File: config.mk
export PLATFORM = sky130hd
export DESIGN_NAME = hazard_scoreboard
export DESIGN_NICKNAME = d
export VERILOG_FILES = /design/src/rtl/hazard_scoreboard.sv
export SDC_FILE = /design/constraint.sdc
export NUM_CORES = 1
export LEC_CHECK = 0
export BUFFER_PORTS_ARGS = -buffer_cell sky130_fd_sc_hd__clkbuf_2
export CORE_MARGIN = 1.5
export CORE_UTILIZATION = 52
export DETAILED_ROUTE_END_ITERATION = 12
export GPL_TIMING_DRIVEN = 0
export MAX_ROUTING_LAYER = met4
export PLACE_DENSITY_LB_ADDON = 0.1
export SLEW_MARGIN = 20
export SYNTH_ARGS = -nofsm -noshare
export SYNTH_HDL_FRONTEND = slang
export SYNTH_SLANG_ARGS = --single-unit
File: constraint.sdc
create_clock -name clk -period 2.5 [get_ports clk]
set_input_delay 0.125 -clock clk [delete_from_list [all_inputs] [get_ports clk]]
set_output_delay 0.125 -clock clk [all_outputs]
set_load 0.02 [all_outputs]
File: src/rtl/hazard_scoreboard.sv
// Hazard scoreboard: tracks register writes in flight between decode and write-back
// and decides, for the decode-stage instruction, whether to stall or where to forward from.
module hazard_scoreboard #(
    parameter int  REG_ADDR_W = 3,
    parameter int  DEPTH      = 3,
    parameter int  FWD        = 0,
    localparam int SEL_W      = $clog2(DEPTH + 1),
    localparam int NUM_REGS   = 2 ** REG_ADDR_W
) (
    input  logic                  clk,
    input  logic                  rst,
    input  logic                  id_valid,
    input  logic [REG_ADDR_W-1:0] rs,
    input  logic [REG_ADDR_W-1:0] rt,
    input  logic [REG_ADDR_W-1:0] rd,
    input  logic                  rs_valid,
    input  logic                  rt_valid,
    input  logic                  rd_valid,
    input  logic                  id_is_load,
    input  logic                  flush,
    output logic                  stall,
    output logic [SEL_W-1:0]      fwd_rs_sel,
    output logic [SEL_W-1:0]      fwd_rt_sel,
    output logic [NUM_REGS-1:0]   busy_mask,
    output logic [15:0]           stall_count
);

    logic [DEPTH-1:0]      slot_valid_r;
    logic [DEPTH-1:0]      slot_load_r;
    logic [REG_ADDR_W-1:0] slot_rd_r [DEPTH];
    logic [15:0]           stall_count_r;

    logic [DEPTH-1:0]      rs_hit_s;
    logic [DEPTH-1:0]      rt_hit_s;
    logic                  any_hit_s;
    logic                  load_use_s;
    logic                  stall_s;
    logic                  issue_s;
    logic [SEL_W-1:0]      rs_sel_s;
    logic [SEL_W-1:0]      rt_sel_s;
    logic [NUM_REGS-1:0]   busy_s;

    // Compare each qualified source identifier against every valid in-flight slot
    always_comb begin
        rs_hit_s = {DEPTH{1'b0}};
        rt_hit_s = {DEPTH{1'b0}};
        for (int i = 0; i < DEPTH; i++) begin
            rs_hit_s[i] = rs_valid & slot_valid_r[i] & (slot_rd_r[i] == rs);
            rt_hit_s[i] = rt_valid & slot_valid_r[i] & (slot_rd_r[i] == rt);
        end
    end

    // Stall decision; with forwarding only a load still in EX forces a bubble
    always_comb begin
        any_hit_s  = (|rs_hit_s) | (|rt_hit_s);
        load_use_s = slot_load_r[0] & (rs_hit_s[0] | rt_hit_s[0]);
        if (id_valid && !flush) begin
            if (FWD != 0) begin
                stall_s = load_use_s;
            end else begin
                stall_s = any_hit_s;
            end
        end else begin
            stall_s = 1'b0;
        end
        issue_s = id_valid & rd_valid & ~stall_s & ~flush;
    end

    // Youngest match wins: scan oldest to youngest so the lowest index is written last
    always_comb begin
        rs_sel_s = {SEL_W{1'b0}};
        rt_sel_s = {SEL_W{1'b0}};
        for (int i = DEPTH - 1; i >= 0; i--) begin
            if (rs_hit_s[i]) begin
                rs_sel_s = SEL_W'(i + 1);
            end else begin
                rs_sel_s = rs_sel_s;
            end
            if (rt_hit_s[i]) begin
                rt_sel_s = SEL_W'(i + 1);
            end else begin
                rt_sel_s = rt_sel_s;
            end
        end
    end

    // One busy bit per architectural register with a pending write
    always_comb begin
        busy_s = {NUM_REGS{1'b0}};
        for (int i = 0; i < DEPTH; i++) begin
            if (slot_valid_r[i]) begin
                busy_s[slot_rd_r[i]] = 1'b1;
            end else begin
                busy_s = busy_s;
            end
        end
    end

    // Slot shift register and saturating stall counter
    always_ff @(posedge clk or posedge rst) begin
        if (rst) begin
            slot_valid_r  <= {DEPTH{1'b0}};
            slot_load_r   <= {DEPTH{1'b0}};
            for (int i = 0; i < DEPTH; i++) begin
                slot_rd_r[i] <= {REG_ADDR_W{1'b0}};
            end
            stall_count_r <= 16'h0000;
        end else begin
            slot_valid_r[0] <= issue_s;
            slot_load_r[0]  <= id_is_load;
            slot_rd_r[0]    <= rd;
            for (int i = 1; i < DEPTH; i++) begin
                slot_valid_r[i] <= slot_valid_r[i-1];
                slot_load_r[i]  <= slot_load_r[i-1];
                slot_rd_r[i]    <= slot_rd_r[i-1];
            end
            if (stall_s && (stall_count_r != 16'hFFFF)) begin
                stall_count_r <= stall_count_r + 16'h0001;
            end else begin
                stall_count_r <= stall_count_r;
            end
        end
    end

    assign stall       = stall_s;
    assign fwd_rs_sel  = ((FWD != 0) && !stall_s) ? rs_sel_s : {SEL_W{1'b0}};
    assign fwd_rt_sel  = ((FWD != 0) && !stall_s) ? rt_sel_s : {SEL_W{1'b0}};
    assign busy_mask   = busy_s;
    assign stall_count = stall_count_r;

endmodule

==> metrics <==
status finished, final reports clean; final worst slack 0.473 ns; drt wl/cell 14.1 microns; vias in the first global route 1337; Core Area 3050 sq um; Seq/Total Area, Yosys 42.1%; combinational fraction of design power 21.6%; # DRC 0; CP Max Fanout 10; CTS H-tree lvls 1; most common cell after layout, fill and taps aside clkbuf_2; warnings from Yosys 0; GRT Total Usage 22.6%; simple-gate portion of the synthesized area 22.8%; RSZ-0062 raised after global routing false; largest net degree at the start of global routing 29; Final TNS setup 0 ns; most frequent cells in the layout clkbuf_2 (40), dfrtp_1 (28), xor2_1 (16), xnor2_1 (16), nand2_1 (13); DRT iter0 DRCs 96; compound-gate portion of the synthesized area 9.32%; crit-path cells ha_1 -> nand3_1 -> nor2_1 -> a31oi_2 -> nor2b_1 -> nand4_1 -> xnor2_1; minimum clock period 2.03 ns; RePlAce Congestion 0.896; critical path class reg -> reg; largest family of logic cells by synthesized area simple AND/OR/NAND/NOR gates; Synth Cell Area 1670 sq um; layout cells sized above 1 28.6%; dominant cell type by area after synthesis dfrtp_1; Die Ht 59.6 microns; post-CTS resize count 0; post-synth top area share 42.1%; Util after Layout 65.7%; Synth Area in Adders 0.751%; Die ar. 3550 sq um; Max Slew Vio Count 0; clock power share 20.5%; CP max-delay cell a31oi_2; Via-to-Cell Ratio 5.54; mux cell area share after synthesis 0.676%; first-pass GRT wire length 6.00 mm; Main synth FF type dfrtp_1; XOR/XNOR share of the synthesized area 16.8%; number of max-cap violations 0; Core Rows 20; flops & latches, synth 28; worst slack at placement 0.549 ns; register clock-pin slew on the reported worst setup and hold paths 0.13 ns; Sw Share 29.8%; Internal 0.611 mW; Initial Util 54.5%; Detailed Route WL 3.72 mm; grt total ovfl 0; clk buf depth 2; Die W 59.6 microns; cts hold-fix bufs 4; Syn Inst Count 169; TritonCTS buffer count 3; ratio of final minimum period to clock period 81.1%; fin area 2000 sq um; Largest delay share family, worst path simple AND/OR/NAND/NOR gates; Root Buffer clkbuf_4; synth unique cells 37; Leak 0.942 nW; area grow syn2layout 20.4%; Hold Crit Class in -> reg; Max Clk Rate 0.493 GHz; Register-to-Register Setup Slack 0.47 ns; CTS tree built; final hold viol count 0; nets@finish 240; # diodes 0; port buffer count 40; Sequential Power Share 57.9%; Critical Path End Type register; Pre-antenna DRT Iters 4; antenna-violating nets left 0; syn avg cell area 9.85 sq um; via count 1462; Boundary Pins 46; Sink Count 28; worst path arrival time 2.25 ns; initial antenna violation count 0; worst-margin pin slew 0.560 ns; clock skew 0.00134 ns; Slew Limit Headroom 62.6%; HPWL Detailed 2.75 mm; NetSw 0.259 mW; CP startpoint kind register; Post-CTS Setup Bufs 0; Max stage delay on crit path 0.47 ns; Setup violations, final 0; CP required 2.72 ns; EDFF count, synth 0; asr flop ratio synth 100%; clk_lat worst skew 0.32 ns; Worst IR Drop VDD 0.322 mV; pwr/cell area 434 nW/um^2; synth top area cells dfrtp_1 (42%), xnor2_1 (8.4%), xor2_1 (8.4%), buf_6 (3.4%), nand4_1 (3.4%); Buf/Inv on CP 0; placed cell areas 1930 sq um
registers in the layout (all words and copies together), names as in the netlist:
signal,cells
slot_rd_r,9
stall_count,16
slot_valid_r,3
metrics by stage:
| stage | hold slack (ns) | cells | power [mW] |
|---|---|---|---|
| after global placement | 0.233 | 256 | 0.687 |
| after floorplan | 0.156 | 172 | 0.632 |
| after detailed placement | 0.235 | 256 | 0.693 |
| after CTS | 0.0382 | 263 | 0.876 |
| after global routing | 0.123 | 264 | 0.914 |
| final | 0.110 | 264 | 0.870 |
cell usage after synthesis (2+ instances only):
cell type  number
nand4_1         9
nor4_1          3
a31o_2          2
nor2b_1         3
dfrtp_1        28
nor3_1          2
nand2b_1        5
xnor2_1        16
nand4b_1        2
nand3_1        10
nor2_1         11
buf_6           5
buf_4           4
xor2_1         16
nand2_1        13
o21ai_0         3
a31oi_1         3
nor3b_1         2
buf_2           4
and3_1          4
a41oi_1         4
o211ai_1        2
inv_1           4
final timing paths:
path                                     start              end  cells after the start
worst max-delay path            stall_count[0]   stall_count[6]                      7
worst min-delay path                     flush  slot_valid_r[0]                      4
worst max register to register  stall_count[0]   stall_count[6]                      7
worst min register to register    slot_rd_r[3]     slot_rd_r[0]                      0
max in group asynchronous                  rst   stall_count[0]                      3
min in group asynchronous                  rst     slot_rd_r[8]                      3
cell type report:
cell class	instances	area, sq um
flip-flops and latches	28	701
repair buffers	45	250
fillers	280	1050
clock buffers	3	22.5
plain buffers	13	106
inverters	4	15.0
multi-input cells	127	855
well taps	44	55.1
metal layers:
| layer | track usage [%] | wire length (microns) | vias up |
|---|---|---|---|
| li1 | - | - | 693 |
| met1 | 29.7 | 1520 | 696 |
| met2 | 37.7 | 1920 | 68 |
| met3 | 1.75 | 230 | 5 |
| met4 | 6.35 | 42 | 0 |
| met5 | - | 0 | - |
power by group through the flow:
| stage | logic [mW] | registers (mW) | clock network (mW) |
|---|---|---|---|
| 3_5_place_dp | 0.181 | 0.513 | 0 |
| 2_1_floorplan | 0.108 | 0.525 | 0 |
| 6_report | 0.188 | 0.504 | 0.178 |
| 5_1_grt | 0.205 | 0.508 | 0.201 |
| 3_3_place_gp | 0.177 | 0.511 | 0 |
| 4_1_cts | 0.187 | 0.504 | 0.186 |
worst min-delay path, stage by stage:
cell	delay (ns)
clkbuf_2	0.09
nor2b_1	0.08
nand2_1	0.08
nor2_1	0.04
cell families (layout without fill, tap and decap cells):
logic type | Yosys count | after routing
buffers and inverters | 17 | 65
adders and majority gates | 1 | 1
AOI/OAI and AO/OA | 20 | 20
and+or+nand+nor | 69 | 69
other | 1 | 4
muxes | 1 | 1
DFF | 28 | 28
xor gates and xnor gates | 32 | 32
Note: power is estimated with default switching activity, not from simulation.
